## src/rtl/mem_stage_if.sv

```systemverilog
// Data-memory request/acknowledge bus between mem_stage (master) and the data memory (slave).
interface mem_stage_if #(
  parameter int unsigned DATA_W = 32
);
  logic              dmem_req;
  logic              dmem_we;
  logic [DATA_W-1:0] dmem_addr;
  logic [DATA_W-1:0] dmem_wdata;
  logic [DATA_W-1:0] dmem_rdata;
  logic              dmem_ack;

  modport master (
    output dmem_req, dmem_we, dmem_addr, dmem_wdata,
    input  dmem_rdata, dmem_ack
  );

  modport slave (
    input  dmem_req, dmem_we, dmem_addr, dmem_wdata,
    output dmem_rdata, dmem_ack
  );
endinterface

```

## src/rtl/mem_stage.sv

```systemverilog
// MEM pipeline stage: data-memory access over req/ack, branch resolve, MEM/WB register.
// Optional MEM_TIMEOUT_EN adds an ACCESS watchdog with a sticky mem_err output.
module mem_stage #(
  parameter int unsigned DATA_W = 32,
  parameter int unsigned REG_W  = 5
`ifdef MEM_TIMEOUT_EN
  , parameter int unsigned TIMEOUT_CYCLES = 255
`endif
) (
  input  logic              clk,
  input  logic              rst,
  input  logic              branch_in,
  input  logic              jump_in,
  input  logic              MemRead_in,
  input  logic              MemWrite_in,
  input  logic              RegWrite_in,
  input  logic              MemtoReg_in,
  input  logic [DATA_W-1:0] adder_in,
  input  logic [1:0]        aluzero_in,
  input  logic [DATA_W-1:0] alu_in,
  input  logic [DATA_W-1:0] readdata2_in,
  input  logic [REG_W-1:0]  mux_in,
  mem_stage_if.master       dmem,
  output logic              stall,
  output logic              pc_src,
  output logic [DATA_W-1:0] pc_target,
  output logic              valid_out,
  output logic              RegWrite_out,
  output logic              MemtoReg_out,
  output logic [DATA_W-1:0] readdata_out,
  output logic [DATA_W-1:0] alu_out,
  output logic [REG_W-1:0]  mux_out
`ifdef MEM_TIMEOUT_EN
  , output logic            mem_err
`endif
);

  typedef enum logic {IDLE = 1'b0, ACCESS = 1'b1} state_e;

  state_e            state_q, state_d;
  logic              req_q, req_d;
  logic              we_q, we_d;
  logic [DATA_W-1:0] addr_q, addr_d;
  logic [DATA_W-1:0] wdata_q, wdata_d;
  logic              valid_q, valid_d;
  logic              regw_q, regw_d;
  logic              m2r_q, m2r_d;
  logic [DATA_W-1:0] rdata_q, rdata_d;
  logic [DATA_W-1:0] alu_q, alu_d;
  logic [REG_W-1:0]  mux_q, mux_d;
  logic              mem_op_c;
  logic              unused_aluzero_hi;

`ifdef MEM_TIMEOUT_EN
  localparam int unsigned CNT_W = ($clog2(TIMEOUT_CYCLES + 1) > 8) ?
                                  $clog2(TIMEOUT_CYCLES + 1) : 8;
  logic [CNT_W-1:0] cnt_q, cnt_d;
  logic             err_q, err_d;
  logic             timeout_c;

  // Fires in the ACCESS cycle that brings the ACCESS-cycle count to TIMEOUT_CYCLES.
  assign timeout_c = (cnt_q == CNT_W'(TIMEOUT_CYCLES - 1));
  assign mem_err   = err_q;
`endif

  assign mem_op_c          = MemRead_in | MemWrite_in;
  assign pc_src            = jump_in | (branch_in & aluzero_in[0]);
  assign pc_target         = adder_in;
  assign unused_aluzero_hi = aluzero_in[1];

  always_ff @(posedge clk) begin
    if (rst) begin
      state_q <= IDLE;
      req_q   <= 1'b0;
      we_q    <= 1'b0;
      addr_q  <= '0;
      wdata_q <= '0;
      valid_q <= 1'b0;
      regw_q  <= 1'b0;
      m2r_q   <= 1'b0;
      rdata_q <= '0;
      alu_q   <= '0;
      mux_q   <= '0;
`ifdef MEM_TIMEOUT_EN
      cnt_q   <= '0;
      err_q   <= 1'b0;
`endif
    end else begin
      state_q <= state_d;
      req_q   <= req_d;
      we_q    <= we_d;
      addr_q  <= addr_d;
      wdata_q <= wdata_d;
      valid_q <= valid_d;
      regw_q  <= regw_d;
      m2r_q   <= m2r_d;
      rdata_q <= rdata_d;
      alu_q   <= alu_d;
      mux_q   <= mux_d;
`ifdef MEM_TIMEOUT_EN
      cnt_q   <= cnt_d;
      err_q   <= err_d;
`endif
    end
  end

  // Next-state and MEM/WB payload; the MEM/WB default is a bubble.
  always_comb begin
    state_d = state_q;
    req_d   = req_q;
    we_d    = we_q;
    addr_d  = addr_q;
    wdata_d = wdata_q;
    valid_d = 1'b0;
    regw_d  = 1'b0;
    m2r_d   = 1'b0;
    rdata_d = '0;
    alu_d   = '0;
    mux_d   = '0;
    stall   = 1'b0;
`ifdef MEM_TIMEOUT_EN
    cnt_d   = cnt_q;
    err_d   = err_q;
`endif
    case (state_q)
      IDLE: begin
        if (mem_op_c) begin
          stall   = 1'b1;
          state_d = ACCESS;
          req_d   = 1'b1;
          addr_d  = alu_in;
          wdata_d = readdata2_in;
          we_d    = MemWrite_in & ~MemRead_in;
`ifdef MEM_TIMEOUT_EN
          cnt_d   = '0;
`endif
        end else begin
          valid_d = 1'b1;
          regw_d  = RegWrite_in;
          m2r_d   = MemtoReg_in;
          alu_d   = alu_in;
          mux_d   = mux_in;
        end
      end
      ACCESS: begin
        if (dmem.dmem_ack) begin
          state_d = IDLE;
          req_d   = 1'b0;
          valid_d = 1'b1;
          regw_d  = RegWrite_in;
          m2r_d   = MemtoReg_in;
          rdata_d = we_q ? '0 : dmem.dmem_rdata;
          alu_d   = alu_in;
          mux_d   = mux_in;
`ifdef MEM_TIMEOUT_EN
        end else if (timeout_c) begin
          state_d = IDLE;
          req_d   = 1'b0;
          valid_d = 1'b1;
          m2r_d   = MemtoReg_in;
          alu_d   = alu_in;
          mux_d   = mux_in;
          err_d   = 1'b1;
`endif
        end else begin
          stall = 1'b1;
`ifdef MEM_TIMEOUT_EN
          cnt_d = cnt_q + CNT_W'(1);
`endif
        end
      end
      default: state_d = IDLE;
    endcase
  end

  assign dmem.dmem_req   = req_q;
  assign dmem.dmem_we    = we_q;
  assign dmem.dmem_addr  = addr_q;
  assign dmem.dmem_wdata = wdata_q;

  assign valid_out    = valid_q;
  assign RegWrite_out = regw_q;
  assign MemtoReg_out = m2r_q;
  assign readdata_out = rdata_q;
  assign alu_out      = alu_q;
  assign mux_out      = mux_q;

endmodule

```

## src/flat_wrapper.sv

```systemverilog
// flat-port wrapper written by rule: the top's interface ports become plain ports
module mem_stage_flat 
#(
  parameter int unsigned DATA_W = 32,
  parameter int unsigned REG_W  = 5

)
  (clk, rst, branch_in, jump_in, MemRead_in, MemWrite_in, RegWrite_in, MemtoReg_in, adder_in, aluzero_in, alu_in, readdata2_in, mux_in, stall, pc_src, pc_target, valid_out, RegWrite_out, MemtoReg_out, readdata_out, alu_out, mux_out, dmem_dmem_req, dmem_dmem_we, dmem_dmem_addr, dmem_dmem_wdata, dmem_dmem_rdata, dmem_dmem_ack);
  mem_stage_if #(.DATA_W(DATA_W)) dmem_i ();
  input  logic clk;
  input  logic rst;
  input  logic branch_in;
  input  logic jump_in;
  input  logic MemRead_in;
  input  logic MemWrite_in;
  input  logic RegWrite_in;
  input  logic MemtoReg_in;
  input  logic [DATA_W-1:0] adder_in;
  input  logic [1:0] aluzero_in;
  input  logic [DATA_W-1:0] alu_in;
  input  logic [DATA_W-1:0] readdata2_in;
  input  logic [REG_W-1:0] mux_in;
  output logic stall;
  output logic pc_src;
  output logic [DATA_W-1:0] pc_target;
  output logic valid_out;
  output logic RegWrite_out;
  output logic MemtoReg_out;
  output logic [DATA_W-1:0] readdata_out;
  output logic [DATA_W-1:0] alu_out;
  output logic [REG_W-1:0] mux_out;
  output wire logic [$bits(dmem_i.dmem_req)-1:0] dmem_dmem_req;
  output wire logic [$bits(dmem_i.dmem_we)-1:0] dmem_dmem_we;
  output wire logic [$bits(dmem_i.dmem_addr)-1:0] dmem_dmem_addr;
  output wire logic [$bits(dmem_i.dmem_wdata)-1:0] dmem_dmem_wdata;
  input wire logic [$bits(dmem_i.dmem_rdata)-1:0] dmem_dmem_rdata;
  input wire logic [$bits(dmem_i.dmem_ack)-1:0] dmem_dmem_ack;
  assign dmem_dmem_req = dmem_i.dmem_req;
  assign dmem_dmem_we = dmem_i.dmem_we;
  assign dmem_dmem_addr = dmem_i.dmem_addr;
  assign dmem_dmem_wdata = dmem_i.dmem_wdata;
  assign dmem_i.dmem_rdata = dmem_dmem_rdata;
  assign dmem_i.dmem_ack = dmem_dmem_ack;
  mem_stage #(.DATA_W(DATA_W), .REG_W(REG_W)) u_core (.clk(clk), .rst(rst), .branch_in(branch_in), .jump_in(jump_in), .MemRead_in(MemRead_in), .MemWrite_in(MemWrite_in), .RegWrite_in(RegWrite_in), .MemtoReg_in(MemtoReg_in), .adder_in(adder_in), .aluzero_in(aluzero_in), .alu_in(alu_in), .readdata2_in(readdata2_in), .mux_in(mux_in), .dmem(dmem_i), .stall(stall), .pc_src(pc_src), .pc_target(pc_target), .valid_out(valid_out), .RegWrite_out(RegWrite_out), .MemtoReg_out(MemtoReg_out), .readdata_out(readdata_out), .alu_out(alu_out), .mux_out(mux_out));
endmodule
```

## config.mk

```make
export PLATFORM = sky130hd
export DESIGN_NAME = mem_stage_flat
export DESIGN_NICKNAME = d
export VERILOG_FILES = /design/src/rtl/mem_stage_if.sv /design/src/rtl/mem_stage.sv /design/src/flat_wrapper.sv
export SDC_FILE = /design/constraint.sdc
export NUM_CORES = 1
export LEC_CHECK = 0
export CAP_MARGIN = 5
export CORE_MARGIN = 2
export CORE_UTILIZATION = 39
export CTS_CLUSTER_SIZE = 40
export DETAILED_ROUTE_END_ITERATION = 16
export GPL_ROUTABILITY_DRIVEN = 1
export PLACE_DENSITY = 0.79
export SETUP_SLACK_MARGIN = 0.15
export SLEW_MARGIN = 15
export SYNTH_ARGS = -nofsm -noshare
export SYNTH_HDL_FRONTEND = slang
export SYNTH_SLANG_ARGS = --single-unit
export TNS_END_PERCENT = 20
```

## constraint.sdc

```tcl
create_clock -name clk -period 1.8 [get_ports clk]
set_input_delay 0.36 -clock clk [delete_from_list [all_inputs] [get_ports clk]]
set_output_delay 0.36 -clock clk [all_outputs]
set_load 0.005 [all_outputs]
```

# --- After elaboration in Yosys (flattened, before gate mapping) ---
# Index checks and enable logic that the tools add are counted.
op_classes:
  n_eq_ne: 2
  n_mux: 21
  bitwise: 7
  reduce_logical: 3
ops:
  columns: ["op", "count"]
  rows:
  - ["two-way mux 32 bit", 2]
  - ["one-hot mux 32 bit (2 select lines)", 1]
  - ["two-way mux 1 bit", 10]
  - ["two-way mux 5 bit", 2]
  - ["one-hot mux 1 bit (2 select lines)", 5]
  - ["one-hot mux 5 bit (2 select lines)", 1]
  - ["AND reduction 2 bit", 2]
  - ["OR reduction 4 bit", 1]
  - ["inverter 1 bit", 3]
  - ["bitwise AND 1 bit", 2]
  - ["inequality test 2 x 1 -> 1 bit, second input constant", 1]
  - ["inequality test 2 bit, second input constant", 1]
  - ["bitwise OR 1 bit", 2]
word_totals:
  regBits: 139
  out_inout_bits: 172
  wordCells: 44

# --- Logic depth before layout (Yosys ltp) ---
# Gate-level depths: netlist (run 1).
logic_depth:
  depth_word: 3
  mapped_depth: 5
  ltp_nobuf: 2

# --- Worst setup path after synthesis (run 1) ---
# OpenSTA, ideal clock, no wires.
synth_path:
  path_kind: "input to output"
  startpoint: "input MemWrite_in"
  endpoint: "output stall"
  t_arrival_ns: 1.148
  required_ns: 1.440
  path_slack_ns: 0.292
  stages: 4
  cell_sequence: "or3_1 -> buf_6 -> buf_6 -> and2_1"
synth_via:
  elab_chain_cells: 3
synth_lines:
  columns: ["element", "line", "rtl"]
  rows:
  - ["start: declaration", "flat_wrapper.sv:15", "input logic MemWrite_in;"]
  - ["bitwise OR 1 bit", "mem_stage.sv:66", "assign mem_op_c = MemRead_in | MemWrite_in;"]
  - ["two-way mux 1 bit", "mem_stage.sv:127", "if (mem_op_c) begin"]
  - ["one-hot mux 1 bit (2 select lines)", "mem_stage.sv:125", "case (state_q)"]
  - ["end: declaration", "flat_wrapper.sv:23", "output logic stall;"]
# No other way between the ends.

# --- Final worst setup path (run 1) ---
layout_path:
  startpoint: "register u_core.state_q"
  endpoint: "output stall"
layout_via:
  elab_chain_cells: 2
layout_lines:
  columns: ["element", "line", "rtl"]
  rows:
  - ["start: declaration", "mem_stage.sv:40", "state_e state_q, state_d;"]
  - ["start signal: assignment", "mem_stage.sv:89", "state_q <= state_d;"]
  - ["inverter 1 bit", "mem_stage.sv:125", null]
  - ["one-hot mux 1 bit (2 select lines) *", "mem_stage.sv:125", null]
# Every way passes the cells marked *; elsewhere a longest branch is shown, timed or not.

==> flow_metrics.tcl, run 1 <==
set metrics [dict create \
    root_buffer_cell "sky130_fd_sc_hd__clkbuf_16" \
    holdCritStartpoint "MemRead_in" \
    yosys.area_share.simple_pct 18.6 \
    cp_cell_sequence "or3_4 > and2_4 > buf_6" \
    post_cts_hold_buffer_count 0 \
    yosysTopAreaCell "sky130_fd_sc_hd__dfxtp_1" \
    rr_startpoint "u_core.state_q" \
    worst_slew_pin_slew_ns 0.646 \
    path_max_fanout 2 \
    core.rowCount 43 \
    grt_pass1_wl_um 21300 \
    clkTransAtPathRegs_ns 0.06 \
    dieHeight_um 124 \
    detailedRoute.firstIterationViolations 135 \
    unrepaired_setup_endpoints_after_global_routing "yes" \
    yosys-mux-area-fraction_pct 11.4 \
    cts_max_level 4 \
    n_fill_cell 1127 \
    hpwlAfterDp_um 10500 \
    worstHoldPathType "input pin to register" \
    category_of_the_worst_setup_path_launch_point "register" \
    slowest_stage "sky130_fd_sc_hd__or3_4" \
    maxSlewViolCount 0 \
    area_of_the_placeable_core_mm2 0.0140 \
    arrival_ns 1.39 \
    r2r_end "u_core.state_q" \
    clock_latency_ns 0.42 \
    cap_violations 0 \
    first_global_vias 4094 \
    drt_first_pass_iters 4 \
    yosys.area_share.adder_pct 0 \
    design.portCount 316 \
    syn-cell-area_mm2 0.00562 \
    worst_hold_slack_ns 0.433 \
    route.vias.total 4204 \
    period_needed_ns 1.75 \
    synth_cell_type_count 22 \
    remaining_drc_errors 0 \
    diode_insertion_count_for_antenna_repair 0 \
    numPortBuffers 250 \
    r2r_cell_count 5 \
    timing.critical_path.slowest_cell_delay_ns 0.39 \
    timing.clock.skew_ns 0.00853 \
    fmax_mhz 571 \
    min_path_cells 3 \
    cts-buffers-inserted 17 \
    final-seq-area_mm2 0.00279 \
    multi_input_area_mm2 0.00223 \
    yosys.area_share.xor_xnor_pct 0 \
    outcome "finished, final reports clean" \
    fraction_of_final_layout_cells_with_drive_strength_greater_than_1_pct 12.8 \
    ys.warnings.count 0 \
    synth_top_family_by_area "simple AND/OR/NAND/NOR gates" \
    post-route-period-util_pct 97.3 \
    layout.cells.non_filler 932 \
    instance_count_of_the_mapped_netlist 525 \
    synthesized_area_fraction_occupied_by_ao_oa_aoi_and_oai_cells_pct 9.47 \
    gp_routability_congestion 0.755 \
    hold_end "u_core.dmem.dmem_we" \
    area_grow_syn2layout_pct 54.9 \
    clkSinkCount 139 \
    effective_utilization_at_floorplan_pct 40.2 \
    max-vdd-ir-drop_mv 0.670 \
    detail_routed_via_count_per_cell 4.51 \
    antenna_found_initial 0 \
    setup-violations-final 0 \
    setup.worst_path.class "register to output pin" \
    die_area_mm2 0.0154 \
    finalInstanceArea_mm2 0.00870 \
    clock_tree_from_tritoncts "yes" \
    synth.yosys.seq_area_share_pct 49.5 \
    post_route_wl_um 14400 \
    core_occupancy_in_the_finished_layout_pct 62.2 \
    reg2reg_setup_slack_ns 0.30 \
    clock_path_buffers 2 \
    global_route.usage.total_pct 18.4 \
    synthesis.nets 669 \
    die_w_um 124 \
    finalHoldViolations 0 \
    route.detailed.wl_per_inst_um 15.4 \
    maxSlewHeadroom_pct 57.0 \
    crit_required_ns 1.44 \
    detail-route-antenna-nets 0 \
    yosysTopAreaCellShare_pct 49.5 \
    avgSynthCellArea_um2 10.7 \
    grt_max_degree 103 \
    finalNetCount 883 \
    dpl-instance-area_mm2 0.00804 \
    ratio_of_total_power_to_cell_area_mw_per_mm2 935 \
    total_gr_overflow 0 \
    ys_ff_latch 139 \
    number_of_placed_instances_taps_included 899 \
    setup_tns_ns 0 \
    crit_path_end_kind "output pin" \
    cell_leakage_power_nw 3.70 \
    synth.top_cells.by_area "sky130_fd_sc_hd__dfxtp_1, sky130_fd_sc_hd__nand2b_1, sky130_fd_sc_hd__mux2i_1, sky130_fd_sc_hd__a211oi_2, sky130_fd_sc_hd__buf_4" \
]
## layout make-up
cell class,count,share of cell area [%]
clock buffers,18,4.93
inverters,41,1.77
repair buffers,265,30.9
multi-input cells,275,25.7
clock inverters,14,2.13
well taps,180,2.59
flip-flops and latches,139,32.0
## per-stage QoR
stage	setup slack, ns	power [mW]
finish	0.0482	8.13
global route	0.00633	8.46
CTS	0.0221	8.22
detailed placement	-0.529	4.58
global placement	-0.521	4.55
floorplan	0.292	3.93
## per-layer routing
metal	wire length, um	share of wire (%)	vias up	GRT usage [%]
met5	0	0	-	0
met4	343	2.4	0	7.87
met3	1240	8.6	31	7.19
met2	7400	51	154	32.1
met1	5410	38	1944	19.7
li1	-	-	2075	-
## flip-flops by register name, summed over array words and instances (netlist names)
name / cells
u_core.MemtoReg_out: 1
u_core.dmem.dmem_addr: 32
u_core.dmem.dmem_req: 1
u_core.valid_out: 1
u_core.alu_out: 32
u_core.dmem.dmem_we: 1
u_core.RegWrite_out: 1
u_core.readdata_out: 32
u_core.mux_out: 5
u_core.state_q: 1
u_core.dmem.dmem_wdata: 32
## layout by cell type, fill, tap and decap left out, drive strengths merged
cell type,synthesis,routed
nand2b,129,129
clkinv,0,3
and4bb,1,1
dlymetal6s2s,0,13
nand2,1,1
clkbuf,15,18
a21o,1,1
bufinv,0,3
and2,33,33
and3b,1,1
a221oi,1,1
a211oi,39,39
dlygate4sd2,0,7
a21oi,1,1
inv,41,47
clkinvlp,0,2
clkdlybuf4s50,0,228
a21boi,1,1
or3,1,1
o21ba,2,2
mux2i,64,64
dfxtp,139,139
buf,55,17
## how the worst max path moves through the flow
stage                    from    end  depth (start not counted)
2_1_floorplan     MemWrite_in  stall                          4
3_3_place_gp      MemWrite_in  stall                          4
3_5_place_dp      MemWrite_in  stall                          4
4_1_cts        u_core.state_q  stall                          3
5_1_grt        u_core.state_q  stall                          3
6_report       u_core.state_q  stall                          3
## timing repair
action	4_1_cts	5_1_grt
gates resized for setup	15	16
endpoints found under the setup margin	30	73
cloned	0	0
pin swaps	2	0
hold endpoints to repair	0	0
setup buffers	1	0
## worst max-delay path, delay by kind of cell (launching register included)
family                 cells  cell delay [ns]
buffers and inverters      1             0.11
AND/OR/NAND/NOR            2             0.55
flip-flops                 1             0.32
## where the power goes
group	internal, mW	switching (mW)	total [mW]
Combinational	0.732	0.429	1.16
Sequential	3.25	0.0800	3.33
Clock	2.22	1.42	3.64
Total	6.20	1.93	8.13
## synthesized netlist by cell type
| cell | n |
|---|---|
| sky130_fd_sc_hd__mux2i_1 | 64 |
| sky130_fd_sc_hd__nand2_1 | 1 |
| sky130_fd_sc_hd__dfxtp_1 | 139 |
| sky130_fd_sc_hd__a21o_1 | 1 |
| sky130_fd_sc_hd__buf_2 | 11 |
| sky130_fd_sc_hd__and3b_1 | 1 |
| sky130_fd_sc_hd__buf_6 | 2 |
| sky130_fd_sc_hd__nand2b_1 | 129 |
| sky130_fd_sc_hd__buf_4 | 37 |
| sky130_fd_sc_hd__buf_8 | 3 |
| sky130_fd_sc_hd__a221oi_1 | 1 |
| sky130_fd_sc_hd__and4bb_2 | 1 |
| sky130_fd_sc_hd__inv_1 | 41 |
| sky130_fd_sc_hd__and2_1 | 33 |
| sky130_fd_sc_hd__a21boi_0 | 1 |
| sky130_fd_sc_hd__or3_1 | 1 |
| sky130_fd_sc_hd__a211oi_1 | 1 |
| sky130_fd_sc_hd__clkbuf_1 | 15 |
| sky130_fd_sc_hd__a21oi_1 | 1 |
| sky130_fd_sc_hd__o21ba_2 | 2 |
| sky130_fd_sc_hd__a211oi_2 | 38 |
| sky130_fd_sc_hd__buf_1 | 2 |
## kinds of logic after synthesis
kind of cell           Yosys count
and+or+nand+nor                166
DFF                            139
buffers and inverters          111
muxes                           64
AOI/OAI and AO/OA               45
No activity file was read; power rests on OpenSTA's default activity.
==> run 2: changes to the inputs <==
--- a/config.mk
+++ b/config.mk
@@ -10,10 +10,8 @@
 export CORE_UTILIZATION = 39
 export CTS_CLUSTER_SIZE = 40
 export DETAILED_ROUTE_END_ITERATION = 16
-export GPL_ROUTABILITY_DRIVEN = 1
 export PLACE_DENSITY = 0.79
 export SETUP_SLACK_MARGIN = 0.15
-export SLEW_MARGIN = 15
 export SYNTH_ARGS = -nofsm -noshare
 export SYNTH_HDL_FRONTEND = slang
 export SYNTH_SLANG_ARGS = --single-unit
==> results of run 2 <==
No change in the layout: final DEF, timing and power equal those of run 1.
==> run 3: changes to the inputs <==
--- a/config.mk
+++ b/config.mk
@@ -8,6 +8,7 @@
 export CAP_MARGIN = 5
 export CORE_MARGIN = 2
 export CORE_UTILIZATION = 39
+export CTS_BUF_LIST = sky130_fd_sc_hd__clkbuf_8 sky130_fd_sc_hd__clkbuf_16
 export CTS_CLUSTER_SIZE = 40
 export DETAILED_ROUTE_END_ITERATION = 16
 export PLACE_DENSITY = 0.79
==> run 3 against run 2 <==
  * Global-route usage did not move
  * Die area unchanged
  * Largest cell class unchanged
  * Critical path type unchanged
  * Setup slack barely moved
  * First-iteration DRC count decreased by 1.5%
  * Critical endpoint unchanged
  * Combinational power hardly changed
==> flow_metrics.tcl, run 3 (synthesis results as in run 1) <==
set metrics [dict create \
    outcome "finished, final reports clean" \
    r2r_cell_count 5 \
    clkSinkCount 139 \
    setup_tns_ns 0 \
    worstHoldPathType "input pin to register" \
    remaining_drc_errors 0 \
    detail_routed_via_count_per_cell 4.52 \
    period_needed_ns 1.75 \
    holdCritStartpoint "MemRead_in" \
    path_max_fanout 2 \
    overall_power_after_layout_mw 8.13 \
    timing.clock.skew_ns 0.00912 \
    cts-buffers-inserted 17 \
    diode_insertion_count_for_antenna_repair 0 \
    global_route.usage.total_pct 18.4 \
    hold_end "u_core.dmem.dmem_we" \
    category_of_the_worst_setup_path_launch_point "register" \
    cp_cell_sequence "or3_4 > and2_4 > buf_6" \
    clkTransAtPathRegs_ns 0.06 \
    drt_first_pass_iters 4 \
    cts_max_level 4 \
    root_buffer_cell "sky130_fd_sc_hd__clkbuf_16" \
    core.rowCount 43 \
    dieHeight_um 124 \
    detail-route-antenna-nets 0 \
    effective_utilization_at_floorplan_pct 40.2 \
    clock_latency_ns 0.42 \
    r2r_end "u_core.state_q" \
    finalHoldViolations 0 \
    grt_max_degree 103 \
    first_global_vias 4094 \
    route.vias.total 4209 \
    worst_slew_pin_slew_ns 0.646 \
    cp_num_buf_inv 1 \
    total_gr_overflow 0 \
    detailedRoute.firstIterationViolations 133 \
    fmax_mhz 571 \
    die_w_um 124 \
    unrepaired_setup_endpoints_after_global_routing "yes" \
    gp_routability_congestion 0.755 \
    max-vdd-ir-drop_mv 0.661 \
    grt_pass1_wl_um 21300 \
    pre_cts_slack_ns -0.529 \
    hpwlAfterDp_um 10500 \
    crit_path_end_kind "output pin" \
    timing.critical_path.slowest_cell_delay_ns 0.39 \
    area_of_the_placeable_core_mm2 0.0140 \
    min_path_cells 3 \
    cell_leakage_power_nw 3.71 \
    area_grow_syn2layout_pct 54.9 \
    post-route-period-util_pct 97.3 \
    setup.worst_path.class "register to output pin" \
    slowest_stage "sky130_fd_sc_hd__or3_4" \
    layout.cells.most_common_list "sky130_fd_sc_hd__clkdlybuf4s50_1, sky130_fd_sc_hd__dfxtp_1, sky130_fd_sc_hd__nand2b_1" \
    maxSlewHeadroom_pct 57.0 \
    reg2reg_setup_slack_ns 0.30 \
    arrival_ns 1.39 \
    numPortBuffers 250 \
    crit_family "simple AND/OR/NAND/NOR gates" \
    antenna_found_initial 0 \
    final_critical_path_setup_slack_ns 0.0483 \
    crit_required_ns 1.44 \
    clock_tree_from_tritoncts "yes" \
    clock_path_buffers 2 \
    rr_startpoint "u_core.state_q" \
    setup-violations-final 0 \
    worst_setup_path_startpoint "u_core.state_q" \
    design.portCount 316 \
    ratio_of_total_power_to_cell_area_mw_per_mm2 934 \
    post_route_wl_um 14400 \
    die_area_mm2 0.0154 \
    finalNetCount 883 \
    mostFrequentLayoutCell "sky130_fd_sc_hd__clkdlybuf4s50_1" \
    fraction_of_final_layout_cells_with_drive_strength_greater_than_1_pct 12.8 \
    cap_violations 0 \
    n_fill_cell 1127 \
    maxSlewViolCount 0 \
    route.detailed.wl_per_inst_um 15.4 \
]
-- run 3: metal layers --
| layer | wire length [um] | GRT usage, % | up-vias |
|---|---|---|---|
| met3 | 1250 | 7.19 | 33 |
| met5 | 0 | 0 | - |
| met4 | 354 | 7.87 | 0 |
| met2 | 7380 | 32.1 | 156 |
| met1 | 5400 | 19.7 | 1945 |
| li1 | - | - | 2075 |
-- run 3: stage by stage --
step,std cells,util (%),hold WS (ns),cell area (um2)
6_report,932,62.2,0.433,8700
5_1_grt,932,62.2,0.448,8700
4_1_cts,932,61.9,0.417,8670
3_5_place_dp,899,57.5,0.466,8040
3_3_place_gp,899,57.5,0.458,8040
2_1_floorplan,525,-,0.465,5620
-- run 3: how the worst max path moves through the flow --
stage | to | slack (ns) | cells after the start
3_5_place_dp | stall | -0.53 | 4
6_report | stall | 0.05 | 3
2_1_floorplan | stall | 0.29 | 4
4_1_cts | stall | 0.02 | 3
3_3_place_gp | stall | -0.52 | 4
5_1_grt | stall | 0.006 | 3
-- run 3: area by class of cell --
cell class / count / area, um2 / share of cell area [%]
sequential: 139 / 2790 / 32.0
inverter: 41 / 154 / 1.77
clock buffer: 17 / 425 / 4.89
multi-input combinational: 275 / 2230 / 25.7
clock inverter: 15 / 189 / 2.17
tap: 180 / 225 / 2.59
timing repair buffer: 265 / 2690 / 30.9
-- run 3: repair_timing --
| item | 4_1_cts | 5_1_grt |
|---|---|---|
| buffers inserted | 1 | 0 |
| endpoints found under the hold margin | 0 | 0 |
| pin swaps | 2 | 0 |
| gates resized for setup | 15 | 16 |
| gates cloned | 0 | 0 |
| hold buffers | 0 | 0 |
| setup endpoints to repair | 30 | 73 |
-- run 3: worst reg2reg max path: cells and delay by family (launching register included) --
| family | cells | cell delay [ns] |
|---|---|---|
| DFF | 1 | 0.32 |
| buffers and inverters | 3 | 0.79 |
| and+or+nand+nor | 2 | 0.33 |
-- run 3: power breakdown --
part,internal (mW),total (mW),switching (mW)
sequential,3.25,3.33,0.0800
clock,2.21,3.63,1.42
combinational,0.732,1.16,0.429
